`config.mk`:
```
export PLATFORM = sky130hd
export DESIGN_NAME = config_frame_loader
export DESIGN_NICKNAME = d
export VERILOG_FILES = /design/src/rtl/cfg_loader_pkg.sv /design/src/rtl/cfg_shift_reg.sv /design/src/rtl/config_frame_loader.sv
export SDC_FILE = /design/constraint.sdc
export NUM_CORES = 1
export LEC_CHECK = 0
export ABC_AREA = 1
export CAP_MARGIN = 20
export CORE_MARGIN = 1.5
export CORE_UTILIZATION = 45
export DETAILED_ROUTE_END_ITERATION = 16
export PLACE_DENSITY = 0.79
export SLEW_MARGIN = 25
export SYNTH_ARGS = -nofsm -noshare
export SYNTH_HDL_FRONTEND = slang
export SYNTH_SLANG_ARGS = --single-unit
```
`constraint.sdc`:
```
create_clock -name clk -period 1.5 [get_ports clk]
set_input_delay 0.375 -clock clk [delete_from_list [all_inputs] [get_ports clk]]
set_output_delay 0.375 -clock clk [all_outputs]
set_load 0.01 [all_outputs]
```
`src/rtl/cfg_loader_pkg.sv`:
```
// rtl/cfg_loader_pkg.sv - shared state encoding and parity polarity for the config frame loader
package cfg_loader_pkg;

  typedef enum logic [2:0] {
    ST_IDLE,
    ST_SHIFT,
    ST_PARITY,
    ST_COMMIT,
    ST_DONE
  } cfg_state_e;

  // Even parity: data ones plus the parity bit must XOR to this value.
  localparam logic PARITY_EVEN = 1'b0;

endpackage

```
`src/rtl/cfg_shift_reg.sv`:
```
// rtl/cfg_shift_reg.sv - right-shifting frame register with running parity
module cfg_shift_reg #(
  parameter int WIDTH = 16
) (
  input  logic             clk,
  input  logic             rst_n,
  input  logic             clear,
  input  logic             shift_en,
  input  logic             bit_in,
  output logic [WIDTH-1:0] data_out,
  output logic             parity_out
);

  logic [WIDTH-1:0] data_q;
  logic             parity_q;

  // New bits enter at the MSB so the first bit received ends up in bit 0.
  always_ff @(posedge clk or negedge rst_n) begin
    if (!rst_n) begin
      data_q   <= '0;
      parity_q <= 1'b0;
    end else if (clear) begin
      data_q   <= '0;
      parity_q <= 1'b0;
    end else if (shift_en) begin
      data_q   <= {bit_in, data_q[WIDTH-1:1]};
      parity_q <= parity_q ^ bit_in;
    end
  end

  assign data_out   = data_q;
  assign parity_out = parity_q;

endmodule

```
`src/rtl/config_frame_loader.sv`:
```
// rtl/config_frame_loader.sv - serial bitstream to parallel config frames with parity check
module config_frame_loader
  import cfg_loader_pkg::*;
#(
  parameter int FRAME_BITS = 16,
  parameter int NUM_FRAMES = 4,
  parameter int FIDX_BITS  = $clog2(NUM_FRAMES)
) (
  input  logic                  clk,
  input  logic                  rst_n,
  input  logic                  cfg_start,
  input  logic                  cfg_abort,
  input  logic                  cfg_bit,
  input  logic                  cfg_valid,
  output logic                  cfg_ready,
  output logic [FRAME_BITS-1:0] config_out,
  output logic [NUM_FRAMES-1:0] comb_set,
  output logic                  busy,
  output logic                  done,
  output logic                  error
);

  localparam int BCNT_BITS = $clog2(FRAME_BITS + 1);

  cfg_state_e            state_q, state_d;
  logic [FIDX_BITS-1:0]  fidx_q, fidx_d;
  logic [BCNT_BITS-1:0]  bcnt_q, bcnt_d;
  logic [NUM_FRAMES-1:0] comb_set_q, comb_set_d;
  logic                  done_q, done_d;
  logic                  error_q, error_d;
  logic                  sr_clear, sr_shift, accept, parity_run;

  cfg_shift_reg #(.WIDTH(FRAME_BITS)) u_shift (
    .clk       (clk),
    .rst_n     (rst_n),
    .clear     (sr_clear),
    .shift_en  (sr_shift),
    .bit_in    (cfg_bit),
    .data_out  (config_out),
    .parity_out(parity_run)
  );

  assign cfg_ready = (state_q == ST_SHIFT) || (state_q == ST_PARITY);
  assign busy      = (state_q != ST_IDLE);
  assign accept    = cfg_valid && cfg_ready;

  always_ff @(posedge clk or negedge rst_n) begin
    if (!rst_n) begin
      state_q    <= ST_IDLE;
      fidx_q     <= '0;
      bcnt_q     <= '0;
      comb_set_q <= '0;
      done_q     <= 1'b0;
      error_q    <= 1'b0;
    end else begin
      state_q    <= state_d;
      fidx_q     <= fidx_d;
      bcnt_q     <= bcnt_d;
      comb_set_q <= comb_set_d;
      done_q     <= done_d;
      error_q    <= error_d;
    end
  end

  always_comb begin
    state_d    = state_q;
    fidx_d     = fidx_q;
    bcnt_d     = bcnt_q;
    error_d    = error_q;
    comb_set_d = '0;
    done_d     = 1'b0;
    sr_clear   = 1'b0;
    sr_shift   = 1'b0;

    // Abort outranks any accepted bit and any pending strobe.
    if (state_q != ST_IDLE && cfg_abort) begin
      state_d = ST_IDLE;
    end else begin
      unique case (state_q)
        ST_IDLE: begin
          if (cfg_start && !cfg_abort) begin
            state_d  = ST_SHIFT;
            fidx_d   = '0;
            bcnt_d   = '0;
            error_d  = 1'b0;
            sr_clear = 1'b1;
          end
        end
        ST_SHIFT: begin
          if (accept) begin
            sr_shift = 1'b1;
            if (bcnt_q == BCNT_BITS'(FRAME_BITS - 1)) state_d = ST_PARITY;
            else                                      bcnt_d  = bcnt_q + 1'b1;
          end
        end
        ST_PARITY: begin
          if (accept) begin
            if ((parity_run ^ cfg_bit) == PARITY_EVEN) begin
              state_d    = ST_COMMIT;
              comb_set_d = NUM_FRAMES'(1) << fidx_q;
            end else begin
              state_d = ST_IDLE;
              error_d = 1'b1;
            end
          end
        end
        ST_COMMIT: begin
          sr_clear = 1'b1;
          bcnt_d   = '0;
          if (fidx_q == FIDX_BITS'(NUM_FRAMES - 1)) begin
            state_d = ST_DONE;
            done_d  = 1'b1;
          end else begin
            fidx_d  = fidx_q + 1'b1;
            state_d = ST_SHIFT;
          end
        end
        ST_DONE: state_d = ST_IDLE;
        default: state_d = ST_IDLE;
      endcase
    end
  end

  assign comb_set = comb_set_q;
  assign done     = done_q;
  assign error    = error_q;

endmodule

```
==> metrics.yaml, run 1 <==
synthesis:
  yosysWarnings: 0
  ys_types: 25
  synth_compound_area_frac: 0.0789
  synth_nets: 219
  synthSimpleGateAreaFrac: 0.313
  synth_xor_area_frac: 0.00521
  synth.area.mux_share: 0
  seq_area_frac_synth: 0.491
  synth_top_area_cell: "dfrtp_1"
  syn_area_per_cell_um2: 8.12
  syn_area_um2: 1680
  synth_top_area_share: 0.491
  synth_top_family_by_area: "simple AND/OR/NAND/NOR gates"
  synth_adder_area_share: 0.0447
  synthCells: 207
  ys_top_cells_by_area: "dfrtp_1 (49%), nand2_1 (17%), a21oi_1 (5.1%)"
  yosys_register_bits: 33
floorplanning:
  dieWidth_um: 64.1
  die_area_um2: 4110
  die_h_um: 64.1
  io_pins: 30
  start_util: 0.462
  core.rowCount: 22
  design.core.area_um2: 3630
sta:
  fmax_mhz: 647
  fin_skew_ps: 7.61
  hold_ws_ps: 456
  layout_setup_ws_ps: -45.4
  slew_viol_final: 0
  min_period_ps: 1550
  max-slew-margin-rel: 0.857
  rsz0062_at_grt: "true"
  final-hold-violation-count: 0
  setup_viol: 4
  min_period_over_period: 1.03
  tightest_slew_ps: 214
cells_and_area:
  final_cell_mix: "nand2_1 (65), dfrtp_1 (33), buf_4 (26)"
  final_util: 0.681
  num_antenna_cells: 0
  final_common_cell: "nand2_1"
  num-nets-final: 287
  drive_above_1_share: 0.312
  instances_no_fill: 324
  fill_cells: 299
  area_delta_synth_final_pct: 47.3
power:
  p_per_area_nw_per_um2: 1370
  total_power_mw: 3.40
  power.leakage_nw: 1.28
  ir_drop_uv: 902
clock_network:
  cts_tree: "yes"
  cts_sinks: 33
  cts_hold_buf: 0
  htreeDepth: 2
  cts-root-buf: "clkbuf_8"
  clk_pin_slew_worst_paths_ps: 70
  ctsLongestPathBuffers: 2
  clock_latency_ps: 290
  cts-buffers-inserted: 5
critical_path:
  worst-setup-path-type: "flop to flop"
  ff2ff_path_depth: 11
  critPathCaptureType: "flop"
  crit_arrival_ps: 1710
  critPathLaunchType: "flop"
  path_max_fanout: 5
  cp.required_ps: 1670
drt:
  drc: 0
  drtIter0Drc: 111
  wl_per_cell_um: 12.5
  routed_via_density: 4.88
  drt_wl_total_um: 4070
  antenna_left: 0
  dr.pass1.iters: 4
  vias: 1580
place:
  place_ws_ps: -156
  io_buffers: 29
  dp.cells: 305
  place.detailed.hpwl_um: 2620
  gp_congestion: 0.847
status:
  outcome: "finished with violations"
  failed_checks: "negative setup slack"
global_route:
  grt-ovfl-total: 0
  grt_usage: 0.199
  antenna_found_initial: 0
  grt_max_degree: 34
  grt_pass1_wl_um: 6270
  grt_pass1_vias: 1458
hold_path:
  hp-class: "input port to async pin"
job:
  cap_viol_max_count: 0
final timing paths:
| check | from | to | slack, ps |
|---|---|---|---|
| setup / recovery | state_q[2] | state_q[0] | -50 |
| hold / removal | rst_n | u_shift.data_out[15] | 460 |
| max in group asynchronous | rst_n | state_q[0] | 870 |
| hold reg to reg | bcnt_q[4] | bcnt_q[4] | 490 |
| min in group clk | bcnt_q[4] | bcnt_q[4] | 490 |
| setup reg to reg | state_q[2] | state_q[0] | -50 |
registers in the layout, summed over array words and instances, names as in the netlist:
name,count
u_shift.data_out,16
bcnt_q,5
comb_set,4
state_q,3
fidx_q,2
done,1
error,1
u_shift.parity_out,1
where the power goes:
part           switching [mW]  internal [mW]
Sequential             0.0753          0.992
Combinational           0.914          0.754
Clock                   0.343          0.320
cell usage after synthesis:
cell,number
ha_1,6
nor2_4,2
buf_6,1
a21oi_2,1
nand4_1,2
o21ai_0,3
xor2_1,1
nand3_1,10
inv_4,1
buf_2,1
nand2_1,77
dfrtp_1,33
buf_4,1
a21oi_1,17
o21a_1,1
nand2_4,2
nor2_1,16
inv_2,4
o21ai_4,1
nor3b_1,1
nand2_2,2
inv_1,18
nor2_2,2
nand4_4,1
nor3_1,3
critical path, cell delays in order (launching register included):
cell	delay (ps)
dfrtp_1	420
nor2_2	130
buf_6	120
nand2_4	50
buf_6	140
nand2_8	70
buf_6	100
nand2_2	50
nor2_2	140
nor2_2	60
nand2_1	70
nand2_1	70
cell type report:
type	instances	area, um2	share of cell area
clock buffers	5	68.8	0.0278
clock inverters	3	17.5	0.00708
inverters	23	93.8	0.0379
multi-input cells	148	841	0.340
flip-flops and latches	33	826	0.334
well taps	48	60.1	0.0243
repair buffers	63	562	0.227
repair inverters	1	6.26	0.00253
kinds of logic (layout without fill, tap and decap cells):
group,Yosys count,count (layout)
buf+inv,26,95
simple gates,118,118
compound gates,23,23
xor+xnor,1,1
flops,33,33
fa+ha+maj,6,6
layer usage:
metal | part of all wire | wire length, um | track usage | vias up
met2 | 0.50 | 2040 | 0.315 | 38
met1 | 0.43 | 1760 | 0.250 | 742
met5 | 0 | 0 | 0 | -
met4 | 0.029 | 116 | 0.117 | 0
li1 | - | - | - | 789
met3 | 0.035 | 143 | 0.0440 | 11
metrics by stage:
step | instance area, um2 | TNS, ps
after floorplan | 1680 | 0
after global placement | 2210 | -2880
after detailed placement | 2210 | -3200
after CTS | 2330 | -60.5
after global routing | 2470 | -1230
final | 2470 | -79.4
repair_timing:
action	CTS	global route
setup buffers	4	6
endpoints found under the setup margin	30	29
pin swaps	6	19
gates resized for setup	40	30
cloned	0	1
(Power assumes the default switching activity.)
==> inputs of run 2 (changes only) <==
- CORE_UTILIZATION: 45 -> 47
- HOLD_SLACK_MARGIN: default -> 0.1
- PLACE_DENSITY: 0.79 -> 0.81
==> run 2 against run 1 <==
The flow still finishes with violations (negative setup slack); setup slack got worse by 20 ps; core utilization increased by 3.2 points; critical path depth decreased by 7; first-iteration DRC count decreased by 28%; non-clock buffer count increased by 3.
==> metrics.yaml, run 2 (synthesis gave the netlist of run 1 again) <==
critical_path:
  cp_slowest_cell: "dfrtp_1"  # unchanged
  path_max_fanout: 2  # was 5
  critPathCaptureType: "primary output"  # was flop
  critPathLaunchType: "flop"  # unchanged
  crit_arrival_ps: 1190  # was 1710 ps
  crit_chain: "nor2_2, buf_4, nand2_4, buf_6"  # was nor2_2, buf_6, nand2_4, buf_6, nand2_8, buf_6, nand2_2, nor2_2, nor2_2, nand2_1, nand2_1
  max_stage_delay_ps: 410  # was 420 ps
  rrSetupSlack_ps: -30  # was -50 ps
  worst-setup-path-type: "flop to primary output"  # was flop to flop
  cp.required_ps: 1120  # was 1670 ps
cells_and_area:
  num_antenna_cells: 0  # unchanged
  drive_above_1_share: 0.295  # was 0.312
  fill_cells: 282  # was 299
  final_cell_mix: "nand2_1 (74), dfrtp_1 (33), buf_4 (32)"  # was nand2_1 (65), dfrtp_1 (33), buf_4 (26)
  num-nets-final: 289  # was 287
  largest_reg_flops: 16  # unchanged
  area_delta_synth_final_pct: 43.9  # was 47.3%
  final_common_cell: "nand2_1"  # unchanged
  instances_no_fill: 324  # unchanged
clock_network:
  clk_pin_slew_worst_paths_ps: 110  # was 70 ps
  cts-root-buf: "clkbuf_4"  # was clkbuf_8
  cts_sinks: 33  # unchanged
  cts_hold_buf: 0  # unchanged
  ctsLongestPathBuffers: 2  # unchanged
  cts-buffers-inserted: 5  # unchanged
  cts_tree: "yes"  # unchanged
  clock_latency_ps: 340  # was 290 ps
  htreeDepth: 2  # unchanged
floorplanning:
  io_pins: 30  # unchanged
  die_h_um: 62.8  # was 64.1 um
  design.core.area_um2: 3390  # was 3630 um2
  core.rowCount: 21  # was 22
  die_area_um2: 3940  # was 4110 um2
  dieWidth_um: 62.8  # was 64.1 um
  start_util: 0.496  # was 0.462
drt:
  drc: 0  # unchanged
  dr.pass1.iters: 4  # unchanged
  drt_wl_total_um: 3880  # was 4070 um
  wl_per_cell_um: 12.0  # was 12.5 um
  drtIter0Drc: 80  # was 111
  antenna_left: 0  # unchanged
  routed_via_density: 4.78  # was 4.88
  vias: 1549  # was 1580
power:
  ir_drop_uv: 878  # was 902 uV
  power.leakage_nw: 1.27  # was 1.28 nW
  p_per_area_nw_per_um2: 1310  # was 1370 nW/um2
sta:
  min_period_over_period: 1.04  # was 1.03
  fmax_mhz: 639  # was 647 MHz
  setup_viol: 8  # was 4
  final-hold-violation-count: 0  # unchanged
  fin_skew_ps: 12.4  # was 7.61 ps
  tightest_slew_ps: 242  # was 214 ps
  min_period_ps: 1570  # was 1550 ps
  max-slew-margin-rel: 0.839  # was 0.857
  rsz0062_at_grt: "true"  # unchanged
  layout_setup_ws_ps: -65.4  # was -45.4 ps
  hold_ws_ps: 384  # was 456 ps
  slew_viol_final: 0  # unchanged
global_route:
  grt_use_met3: 0.0468  # was 0.0440
  grt_pass1_wl_um: 6740  # was 6270 um
  grt_usage: 0.218  # was 0.199
  grt_max_degree: 34  # unchanged
  grtUsageMet2: 0.390  # was 0.315
  grt_util_met1: 0.251  # was 0.250
  grt_pass1_vias: 1584  # was 1458
  antenna_found_initial: 0  # unchanged
  grt-ovfl-total: 0  # unchanged
  grt-busiest-layer: "met2"  # unchanged
hold_path:
  hp-class: "input port to async pin"  # unchanged
place:
  place.detailed.hpwl_um: 2600  # was 2620 um
  io_buffers: 29  # unchanged
  gp_congestion: 0.871  # was 0.847
  dp.cells: 304  # was 305
job:
  cap_viol_max_count: 0  # unchanged
status:
  outcome: "finished with violations"  # unchanged
  failed_checks: "negative setup slack"  # unchanged
-- run 2: cell count changes in the layout (fill, tap and decap cells not counted), sizes merged --
| cell | change |
|---|---|
| buf | +3 |
| inv | -1 |
-- run 2: area by class of cell --
| type | instances | area, um2 | share of cell area |
|---|---|---|---|
| flip-flops and latches | 33 | 826 | 0.342 |
| multi-input cells | 148 | 811 | 0.335 |
| repair buffers | 66 | 579 | 0.240 |
| inverters | 23 | 88.8 | 0.0367 |
| well taps | 46 | 57.6 | 0.0238 |
| clock buffers | 5 | 37.5 | 0.0155 |
| clock inverters | 3 | 17.5 | 0.00725 |
-- run 2: timing repair --
action,in CTS,in global routing
gates resized for setup,45,12
setup endpoints to repair,29,26
pin swaps,14,6
gates cloned,0,0
setup buffers,11,1
-- run 2: metal layers --
layer / vias up / wire, um
met1: 719 / 1640
met3: 2 / 172
met4: 0 / 21
met5: - / 0
li1: 784 / -
met2: 44 / 2050
-- run 2: critical path, delay by kind of cell (launching register included) --
kind / cells / cell delay, ps
buffers and inverters: 2 / 250
and+or+nand+nor: 2 / 190
DFF: 1 / 410
-- run 2: worst paths after layout --
path	startpoint	end	cells after the start
min	rst_n	state_q[1]	2
min in group clk	bcnt_q[4]	bcnt_q[4]	2
min reg2reg	bcnt_q[4]	bcnt_q[4]	2
max	state_q[0]	busy	4
max in group asynchronous	rst_n	u_shift.data_out[0]	2
max reg2reg	bcnt_q[1]	bcnt_q[2]	9
-- run 2: through the flow --
| step | utilization | area [um2] | setup TNS [ps] | setup slack (ps) | power [mW] |
|---|---|---|---|---|---|
| after floorplan | - | 1680 | 0 | 1.54 | 1.82 |
| after global placement | 0.654 | 2220 | -2450 | -133 | 2.39 |
| after detailed placement | 0.654 | 2220 | -3220 | -177 | 2.41 |
| after CTS | 0.701 | 2370 | -154 | -67.0 | 3.05 |
| after global routing | 0.713 | 2420 | -1190 | -141 | 3.38 |
| final | 0.713 | 2420 | -241 | -65.4 | 3.16 |
-- run 2: report_power, final --
part / switching, mW / internal (mW) / leakage (nW) / total (mW)
clock network: 0.311 / 0.177 / 0.0310 / 0.488
registers: 0.0736 / 0.991 / 0.456 / 1.06
logic: 0.864 / 0.741 / 0.788 / 1.60
total: 1.25 / 1.91 / 1.27 / 3.16
==> inputs of run 3 (changes only) <==
- CAP_MARGIN: 20 -> default
- clock period: 1.5 -> 1.4 ns (I/O delays scaled with it)
==> run 3 against run 2 <==
Core utilization is 8.2 points higher; power is 23% higher; clock power is 54% higher; first-iteration DRC count is 30% higher; highest routed layer unchanged; sequential power is 8% higher; largest power group unchanged; critical path type unchanged; clock skew is 0.86 ps higher; global-route usage is 2.1 points higher; via count is 9.4% higher; sequential share of layout area is 3.5 points lower; wire length is 20% higher; the flow still finishes with violations (negative setup slack); flip-flop and latch count stayed put.
==> metrics.yaml, run 3 (synthesis gave the netlist of run 1 again) <==
drt:
  dr.pass1.iters: 4  # unchanged
  routed_via_density: 4.95  # was 4.78
  drtIter0Drc: 104  # was 80
  drt_wl_total_um: 4650  # was 3880 um
  drc: 0  # unchanged
  wl_per_cell_um: 13.6  # was 12.0 um
  vias: 1694  # was 1549
  antenna_left: 0  # unchanged
sta:
  min_period_ps: 1610
  slew_viol_final: 0  # unchanged
  fmax_mhz: 622
  min_period_over_period: 1.15
  setup_viol: 30  # was 8
  final-hold-violation-count: 0  # unchanged
  layout_setup_ws_ps: -207  # was -65.4 ps
  hold_ws_ps: 358  # was 384 ps
  tightest_slew_ps: 267  # was 242 ps
  rsz0062_at_grt: "true"  # unchanged
  max-slew-margin-rel: 0.822  # was 0.839
  fin_skew_ps: 13.2  # was 12.4 ps
floorplanning:
  dieWidth_um: 62.8  # unchanged
  die_area_um2: 3940  # unchanged
  io_pins: 30  # unchanged
  core.rowCount: 21  # unchanged
  start_util: 0.496  # unchanged
  design.core.area_um2: 3390  # unchanged
  die_h_um: 62.8  # unchanged
global_route:
  grt_util_met1: 0.286  # was 0.251
  grt_pass1_wl_um: 7360  # was 6740 um
  grt-busiest-layer: "met2"  # unchanged
  antenna_found_initial: 0  # unchanged
  grt_use_met3: 0.0523  # was 0.0468
  grt_pass1_vias: 1656  # was 1584
  grt-ovfl-total: 0  # unchanged
  grt_max_degree: 34  # unchanged
  grtUsageMet2: 0.418  # was 0.390
  grt_usage: 0.239  # was 0.218
critical_path:
  cp.required_ps: 1050  # was 1120 ps
  max_stage_delay_ps: 410  # about the same
  path_max_fanout: 3  # was 2
  crit_arrival_ps: 1260  # was 1190 ps
  ff2ff_path_depth: 10  # was 9
  cp_slowest_cell: "dfrtp_1"  # unchanged
  critPathCaptureType: "primary output"  # unchanged
  rrSetupSlack_ps: -160  # was -30 ps
  path_delay_family: "flip-flops"  # unchanged
  crit_top_cell: "nand2_4"
  critPathLaunchType: "flop"  # unchanged
  crit_chain: "nor2_2, buf_4, nand2_4, nand2_4, buf_6"  # was nor2_2, buf_4, nand2_4, buf_6
  worst-setup-path-type: "flop to primary output"  # unchanged
  crit_path_start: "state_q[0]"  # unchanged
  cp_num_buf_inv: 2  # unchanged
  r2r_end: "bcnt_q[3]"  # was bcnt_q[2]
  cp.depth: 5  # was 4
  reg2reg_from: "state_q[0]"  # was bcnt_q[1]
  cp-endpoint: "cfg_ready"  # was busy
status:
  outcome: "finished with violations"  # unchanged
  failed_checks: "negative setup slack"  # unchanged
clock_network:
  cts_tree: "yes"  # unchanged
  cts_hold_buf: 0  # unchanged
  cts-buffers-inserted: 5  # unchanged
  cts-root-buf: "clkbuf_4"  # unchanged
  cts_sinks: 33  # unchanged
  ctsLongestPathBuffers: 2  # unchanged
  clk_pin_slew_worst_paths_ps: 110  # about the same
  clock_latency_ps: 350  # was 340 ps
  htreeDepth: 2  # unchanged
cells_and_area:
  fill_cells: 196  # was 282
  final_common_cell: "nand2_1"  # unchanged
  area_delta_synth_final_pct: 60.4  # was 43.9%
  num_antenna_cells: 0  # unchanged
  final_cell_mix: "nand2_1 (64), buf_4 (42), dfrtp_1 (33)"  # was nand2_1 (74), dfrtp_1 (33), buf_4 (32)
  largest_reg_flops: 16  # unchanged
  drive_above_1_share: 0.399  # was 0.295
  num-nets-final: 307  # was 289
  final_util: 0.795  # was 0.713
job:
  cap_viol_max_count: 0  # unchanged
power:
  ir_drop_uv: 1150  # was 878 uV
  p_per_area_nw_per_um2: 1440  # was 1310 nW/um2
  power.leakage_nw: 1.38  # was 1.27 nW
  total_power_mw: 3.87  # was 3.16 mW
place:
  gp_congestion: 0.948  # was 0.871
  place.detailed.hpwl_um: 2590  # was 2600 um
  io_buffers: 29  # unchanged
hold_path:
  hp-class: "input port to async pin"  # unchanged
[run 3: per-stage QoR]
| step | TNS (ps) | area, um2 | worst slack [ps] | instances |
|---|---|---|---|---|
| after floorplan | -92.6 | 1690 | -22.9 | 207 |
| after global placement | -5060 | 2220 | -244 | 304 |
| after detailed placement | -5870 | 2220 | -244 | 304 |
| after CTS | -1360 | 2510 | -202 | 328 |
| after global routing | -5280 | 2700 | -269 | 342 |
| final | -2970 | 2700 | -207 | 342 |
[run 3: metal layers]
metal / vias to the layer above / wire length, um
met2: 48 / 2490
met5: - / 0
li1: 831 / -
met3: 13 / 194
met1: 802 / 1840
met4: 0 / 122
[run 3: report_power, final]
group | internal, mW | switching (mW) | leakage, nW
registers | 1.06 | 0.0828 | 0.456
clock network | 0.426 | 0.326 | 0.0455
logic | 0.899 | 1.08 | 0.881
total | 2.39 | 1.48 | 1.38
[run 3: layout make-up]
| type | count | area [um2] | area share |
|---|---|---|---|
| Multi-Input combinational cell | 148 | 893 | 0.331 |
| Clock inverter | 1 | 30.0 | 0.0111 |
| Clock buffer | 7 | 55.1 | 0.0204 |
| Timing Repair Buffer | 82 | 728 | 0.270 |
| Timing Repair inverter | 2 | 13.8 | 0.00511 |
| Tap cell | 46 | 57.6 | 0.0214 |
| Sequential cell | 33 | 826 | 0.306 |
| Inverter | 23 | 91.3 | 0.0339 |
[run 3: worst min path at each step]
stage,from,end,depth (start not counted),slack (ps)
final,rst_n,u_shift.data_out[13],2,360
after global routing,rst_n,u_shift.data_out[14],2,360
after CTS,rst_n,fidx_q[0],2,360
after detailed placement,bcnt_q[4],bcnt_q[4],2,470
after global placement,bcnt_q[4],bcnt_q[4],2,460
after floorplan,rst_n,bcnt_q[0],0,50
[run 3: what timing repair did]
item | CTS | global route
setup endpoints to repair | 52 | 46
hold endpoints to repair | 0 | 0
resized for setup | 68 | 32
setup buffers | 14 | 14
pin swaps | 21 | 11
gates cloned | 2 | 1
